--- src/rtl/tx_bram_pkt_reader.sv ---
// ============================================================================
// tx_bram_pkt_reader
//   Drains a NUM-word packet from the TX packet BRAM read port into a
//   valid/ready stream, using a credit-controlled skid FIFO.
//   Revision: 1.0
// ============================================================================
`default_nettype none

module tx_bram_pkt_reader #(
  parameter int DATA_WIDTH   = 64,
  parameter int ADDR_WIDTH   = 10,
  parameter int READ_LATENCY = 1,
  parameter int FIFO_DEPTH   = READ_LATENCY + 2
) (
  input  logic                  clk,
  input  logic                  rst,
  input  logic                  start,
  input  logic [ADDR_WIDTH-1:0] start_addr,
  input  logic [ADDR_WIDTH:0]   num_words,
  input  logic                  abort,
  output logic                  busy,
  output logic                  done,
  output logic                  bram_en,
  output logic [ADDR_WIDTH-1:0] bram_addr,
  input  logic [DATA_WIDTH-1:0] bram_dout,
  output logic [DATA_WIDTH-1:0] m_tdata,
  output logic                  m_tvalid,
  input  logic                  m_tready,
  output logic                  m_tlast
);

  localparam int CW = $clog2(FIFO_DEPTH + 1);
  localparam int PW = (FIFO_DEPTH > 1) ? $clog2(FIFO_DEPTH) : 1;

  typedef enum logic [1:0] {
    IDLE  = 2'd0,
    READ  = 2'd1,
    DRAIN = 2'd2
  } state_t;

  state_t state, state_nxt;

  logic [ADDR_WIDTH-1:0]   addr;
  logic [ADDR_WIDTH:0]     remaining;
  logic [READ_LATENCY-1:0] flt_valid;
  logic [READ_LATENCY-1:0] flt_last;
  logic [CW-1:0]           inflight;
  logic [CW-1:0]           fifo_count;
  logic [PW-1:0]           wr_ptr;
  logic [PW-1:0]           rd_ptr;
  logic [DATA_WIDTH-1:0]   fifo_data [FIFO_DEPTH];
  logic [FIFO_DEPTH-1:0]   fifo_last;

  logic issue, issue_last, push, pop, credit, drain_done, accept, zero_start;

  always_comb begin
    inflight = '0;
    for (int i = 0; i < READ_LATENCY; i++) begin
      inflight = inflight + CW'(flt_valid[i]);
    end
  end

  // A read is only issued when a FIFO slot is guaranteed for its data.
  assign credit     = ({1'b0, inflight} + {1'b0, fifo_count}) < (CW + 1)'(FIFO_DEPTH);
  assign issue      = (state == READ) && (remaining != '0) && credit;
  assign issue_last = issue && (remaining == (ADDR_WIDTH + 1)'(1));
  assign push       = flt_valid[READ_LATENCY-1];
  assign pop        = m_tvalid && m_tready;
  assign drain_done = (inflight == '0) &&
                      ((fifo_count == '0) || ((fifo_count == CW'(1)) && pop));
  assign accept     = (state == IDLE) && start && (num_words != '0);
  assign zero_start = (state == IDLE) && start && (num_words == '0);

  assign busy      = (state != IDLE);
  assign bram_en   = issue;
  assign bram_addr = addr;
  assign m_tvalid  = (fifo_count != '0);
  assign m_tdata   = m_tvalid ? fifo_data[rd_ptr] : '0;
  assign m_tlast   = m_tvalid && fifo_last[rd_ptr];

  always_comb begin
    state_nxt = state;
    case (state)
      IDLE:    if (accept)     state_nxt = READ;
      READ:    if (issue_last) state_nxt = DRAIN;
      DRAIN:   if (drain_done) state_nxt = IDLE;
      default: state_nxt = IDLE;
    endcase
    if (abort) state_nxt = IDLE;
  end

  always_ff @(posedge clk or posedge rst) begin
    if (rst) state <= IDLE;
    else     state <= state_nxt;
  end

  always_ff @(posedge clk or posedge rst) begin
    if (rst) begin
      addr       <= '0;
      remaining  <= '0;
      flt_valid  <= '0;
      flt_last   <= '0;
      fifo_count <= '0;
      wr_ptr     <= '0;
      rd_ptr     <= '0;
      done       <= 1'b0;
    end else if (abort) begin
      remaining  <= '0;
      flt_valid  <= '0;
      flt_last   <= '0;
      fifo_count <= '0;
      wr_ptr     <= '0;
      rd_ptr     <= '0;
      done       <= 1'b0;
    end else begin
      done <= zero_start || ((state == DRAIN) && drain_done);
      if (accept) begin
        addr      <= start_addr;
        remaining <= num_words;
      end else if (issue) begin
        addr      <= addr + 1'b1;
        remaining <= remaining - 1'b1;
      end
      flt_valid <= (flt_valid << 1) | READ_LATENCY'(issue);
      flt_last  <= (flt_last << 1)  | READ_LATENCY'(issue_last);
      if (push) wr_ptr <= (wr_ptr == PW'(FIFO_DEPTH - 1)) ? '0 : wr_ptr + 1'b1;
      if (pop)  rd_ptr <= (rd_ptr == PW'(FIFO_DEPTH - 1)) ? '0 : rd_ptr + 1'b1;
      case ({push, pop})
        2'b10:   fifo_count <= fifo_count + 1'b1;
        2'b01:   fifo_count <= fifo_count - 1'b1;
        default: fifo_count <= fifo_count;
      endcase
    end
  end

  // Storage is not reset; the output mux gates it while the FIFO is empty.
  always_ff @(posedge clk) begin
    if (push && !abort) begin
      fifo_data[wr_ptr] <= bram_dout;
      fifo_last[wr_ptr] <= flt_last[READ_LATENCY-1];
    end
  end

endmodule

`default_nettype wire

--- config.mk ---
export PLATFORM = sky130hd
export DESIGN_NAME = tx_bram_pkt_reader
export DESIGN_NICKNAME = d
export VERILOG_FILES = /design/src/rtl/tx_bram_pkt_reader.sv
export SDC_FILE = /design/constraint.sdc
export NUM_CORES = 1
export LEC_CHECK = 0
export ABC_AREA = 0
export BUFFER_PORTS_ARGS = -buffer_cell sky130_fd_sc_hd__buf_2
export CAP_MARGIN = 0
export CORE_ASPECT_RATIO = 0.75
export CORE_MARGIN = 3
export CORE_UTILIZATION = 56
export CTS_CLUSTER_DIAMETER = 30
export DETAILED_ROUTE_END_ITERATION = 16
export PLACE_DENSITY = 0.8
export SLEW_MARGIN = 20
export SYNTH_ARGS = -nofsm -noshare
export SYNTH_HDL_FRONTEND = slang
export SYNTH_SLANG_ARGS = --single-unit
export TNS_END_PERCENT = 10
--- constraint.sdc ---
create_clock -name clk -period 10.5 [get_ports clk]
set_clock_uncertainty 0.05 [all_clocks]
set_input_delay 0.525 -clock clk [delete_from_list [all_inputs] [get_ports clk]]
set_output_delay 0.525 -clock clk [all_outputs]
set_load 0.005 [all_outputs]
==> out/results.md <==
### Run status
• **run status** complete, no violations

### Placed design
• **buffers added on ports** 168
• **placer's final routability congestion estimate** 0.848
• **setup slack after placement** 7.45 ns
• **Final HPWL DP** 11.2 mm

### Layout
• **Syn-to-layout area delta** 23.6%
• **Filler cells** 1105
• **multi-input gate area in the final layout** 2580 um2
• **share of layout cells above drive strength 1** 27.4%
• **post-layout util** 71.7%
• **number of nets in the final layout** 979
• **total area of sequential cells** 6660 um2
• **antenna fix cells** 0

### Worst setup path
• **Worst Path Arrival** 2.72 ns
• **Setup CP Type** flop to output port
• **maximum fanout along the worst path** 11
• **crit-path max cell delay** 0.70 ns
• **worst reg2reg path endpoint** fifo_data[2][41]
• **kind of launch point of the worst setup path** flop
• **type of destination of the critical path** output port
• **endpoint required time on the critical path** 9.93 ns
• **CP Cell Sequence** inv_1 > ha_1 > nor4b_1 > or4b_1 > nand2_4 > inv_6 > buf_2
• **slowest cell on the critical path** sky130_fd_sc_hd__or4b_1
• **worst flop-to-flop path startpoint** flt_valid
• **R2R depth** 3
• **minimum setup slack among reg-to-reg paths** 7.73 ns

### Global routing
• **largest net degree at the start of global routing** 83
• **number of global-route vias before repair** 5888
• **GRT Resource Usage Total** 20.1%
• **GR Overflow Total** 0
• **initial antenna violation count** 1
• **global-route wire length before repair** 30.0 mm

### CTS
• **number of buffers on the longest clock path** 3
• **number of hold-repair buffers added at the cts stage** 0
• **Clk Latency, worst-skew pair** 0.47 ns
• **TritonCTS Buffers** 35
• **clock tree from TritonCTS** yes
• **clock root buffer** sky130_fd_sc_hd__clkbuf_16
• **CTS H-tree lvls** 2
• **clock-pin slew on the worst setup and hold paths** 0.05 ns
• **Sinks on Clock Net** 227
• **post_cts resized** 0
• **buffer count from post-CTS setup fixing** 0

### Detailed routing
• **average vias per placed instance** 5.47
• **Avg WL per Cell** 16.9 um
• **DRT iter0 DRCs** 492
• **sum of routed wire length over all layers** 18.9 mm
• **DR pass1 iterations** 5
• **residual DRC count** 0
• **Final ANT Viol Nets** 0
• **number of vias after detailed routing** 6108

### Pwr
• **leakage power figure** 4.44 nW
• **Power, Total** 2.73 mW
• **highest ir drop seen on vdd** 156 uV
• **cell area power density** 234 nW/um2

### STA
• **slew margin rel.** 37.1%
• **count of endpoints failing setup in the final report** 0
• **Tightest Pin Transition** 0.941 ns
• **final count of hold timing violations** 0
• **post-layout minimum cycle time** 3.29 ns
• **final worst setup slack** 7.21 ns
• **fin. max-slew vios** 0
• **final total negative setup slack** 0 ns
• **unrepaired setup endpoints after global routing** false
• **ratio of final minimum period to clock period** 31.3%
• **maximum clock frequency** 0.304 GHz

### Logic synthesis
• **Post-Syn Nets** 806
• **Yosys reg bits** 227
• **number of distinct library cell variants in the gate-level netlist after synthesis** 47
• **leading post-synthesis cells by cell area** sky130_fd_sc_hd__edfxtp_1 62%, sky130_fd_sc_hd__dfrtp_1 8.5%, sky130_fd_sc_hd__mux2i_1 7.1%, sky130_fd_sc_hd__nor2_1 6.2%, sky130_fd_sc_hd__a21oi_1 4.1%
• **Netlist Area Pre-Place** 9440 um2
• **sequential element share of the synthesized area** 70.5%
• **Synth Warn #** 0
• **gate count after technology mapping** 709
• **most common flop cell mapped by yosys** sky130_fd_sc_hd__edfxtp_1
• **async set or reset register ratio after synthesis** 14.1%
• **synthesized area per cell** 13.3 um2
• **cell taking the most area after synthesis** sky130_fd_sc_hd__edfxtp_1
• **share of the synthesized area in the top cell type** 62.0%
• **number of enable-type register cells in the synthesized netlist** 195

### Floorplan
• **row count** 40
• **die extent in y** 118 um
• **width of the chip** 156 um
• **Initial Utilization** 58.1%
• **core area** 16300 um2
• **die area** 18500 um2
• **I/O pin cnt** 169

### Worst hold path
• **classification of the worst-slack hold path** primary input to async pin

### Run
• **number of max-cap violations** 0

## registers in the layout, indices dropped and copies added, names as in the netlist
register	flops
done	1
state	2
remaining	11
flt_last	1
fifo_data	192
fifo_last	3
rd_ptr	2
flt_valid	1
wr_ptr	2
bram_addr	10
fifo_count	2
## stage by stage
step / cell area, um2 / hold slack, ns / instances
after CTS: 11700 / 0.0811 / 1116
after global placement: 10500 / 0.399 / 1055
after floorplan: 9440 / 0.388 / 709
after global routing: 11700 / 0.122 / 1116
after detailed placement: 10500 / 0.403 / 1055
final: 11700 / 0.0856 / 1116
## metal layers
| layer | wire length, um | track usage, % |
|---|---|---|
| met1 | 8530 | 28.5 |
| met2 | 8840 | 31.5 |
| met3 | 1220 | 4.83 |
| met4 | 274 | 5.13 |
| met5 | 20 | 0 |
## power by group
group          leakage [nW]  switching (mW)  total (mW)  internal (mW)
logic                  1.72           0.304       0.533          0.229
clock network         0.568           0.388        1.14          0.753
registers              2.16          0.0450        1.06           1.02
total                  4.44           0.737        2.73           2.00
## worst max-delay path, delay by kind of cell (launching register included)
| kind | cells | cell delay [ns] |
|---|---|---|
| flops | 1 | 0.42 |
| fa+ha+maj | 1 | 0.19 |
| buf+inv | 3 | 0.30 |
| simple gates | 3 | 1.34 |
## logic make-up (layout without fill, tap and decap cells)
kind of cell / count (synthesis) / in the layout / synth area share, %
xor gates and xnor gates: 8 / 8 / 0.742
AOI/OAI and AO/OA: 119 / 119 / 7.49
DFF: 227 / 227 / 70.5
buffers and inverters: 55 / 252 / 2.53
muxes: 67 / 67 / 7.10
adders and majority gates: 7 / 7 / 0.927
and+or+nand+nor: 226 / 226 / 10.7
## Yosys cell counts, types with 4 or more instances
cell                         n
sky130_fd_sc_hd__a211oi_1   10
sky130_fd_sc_hd__a21oi_1    78
sky130_fd_sc_hd__a31oi_1     8
sky130_fd_sc_hd__buf_1       5
sky130_fd_sc_hd__clkbuf_1   33
sky130_fd_sc_hd__dfrtp_1    32
sky130_fd_sc_hd__edfxtp_1  195
sky130_fd_sc_hd__ha_1        7
sky130_fd_sc_hd__inv_1      11
sky130_fd_sc_hd__mux2i_1    67
sky130_fd_sc_hd__nand2_1    11
sky130_fd_sc_hd__nand3_1    10
sky130_fd_sc_hd__nor2_1    156
sky130_fd_sc_hd__nor3_1     12
sky130_fd_sc_hd__nor3b_1     5
sky130_fd_sc_hd__nor4_1      6
sky130_fd_sc_hd__nor4b_1     4
sky130_fd_sc_hd__o211ai_1    4
sky130_fd_sc_hd__o22a_1      6
sky130_fd_sc_hd__or3_1       5
sky130_fd_sc_hd__xnor2_1     7
## cell type report
type	count	share of cell area (%)
Clock inverter	18	1.98
Sequential cell	227	57.1
Clock buffer	43	8.21
Multi-Input combinational cell	427	22.1
Timing Repair Buffer	179	7.91
Inverter	12	0.429
Tap cell	210	2.25
## layout by cell type (no fill, tap or decap), drive strengths merged, types with 7 or more instances in the layout
cell and n:
xnor2 7, dfrtp 32, nand3 10, edfxtp 195, clkbuf 43, nor2 156, a21oi 78, a211oi 10
a31oi 8, mux2i 67, nand2 12, inv 17, ha 7, nor3 12, buf 179
## worst max-delay path by stage
stage	startpoint	end	cells after the start
after global routing	remaining[0]	bram_en	7
after global placement	abort	fifo_data[2][62]	4
after detailed placement	abort	fifo_data[2][48]	4
after CTS	remaining[0]	bram_en	7
final	remaining[0]	bram_en	7
after floorplan	abort	fifo_data[2][0]	3
No activity file was read; power rests on OpenSTA's default activity.
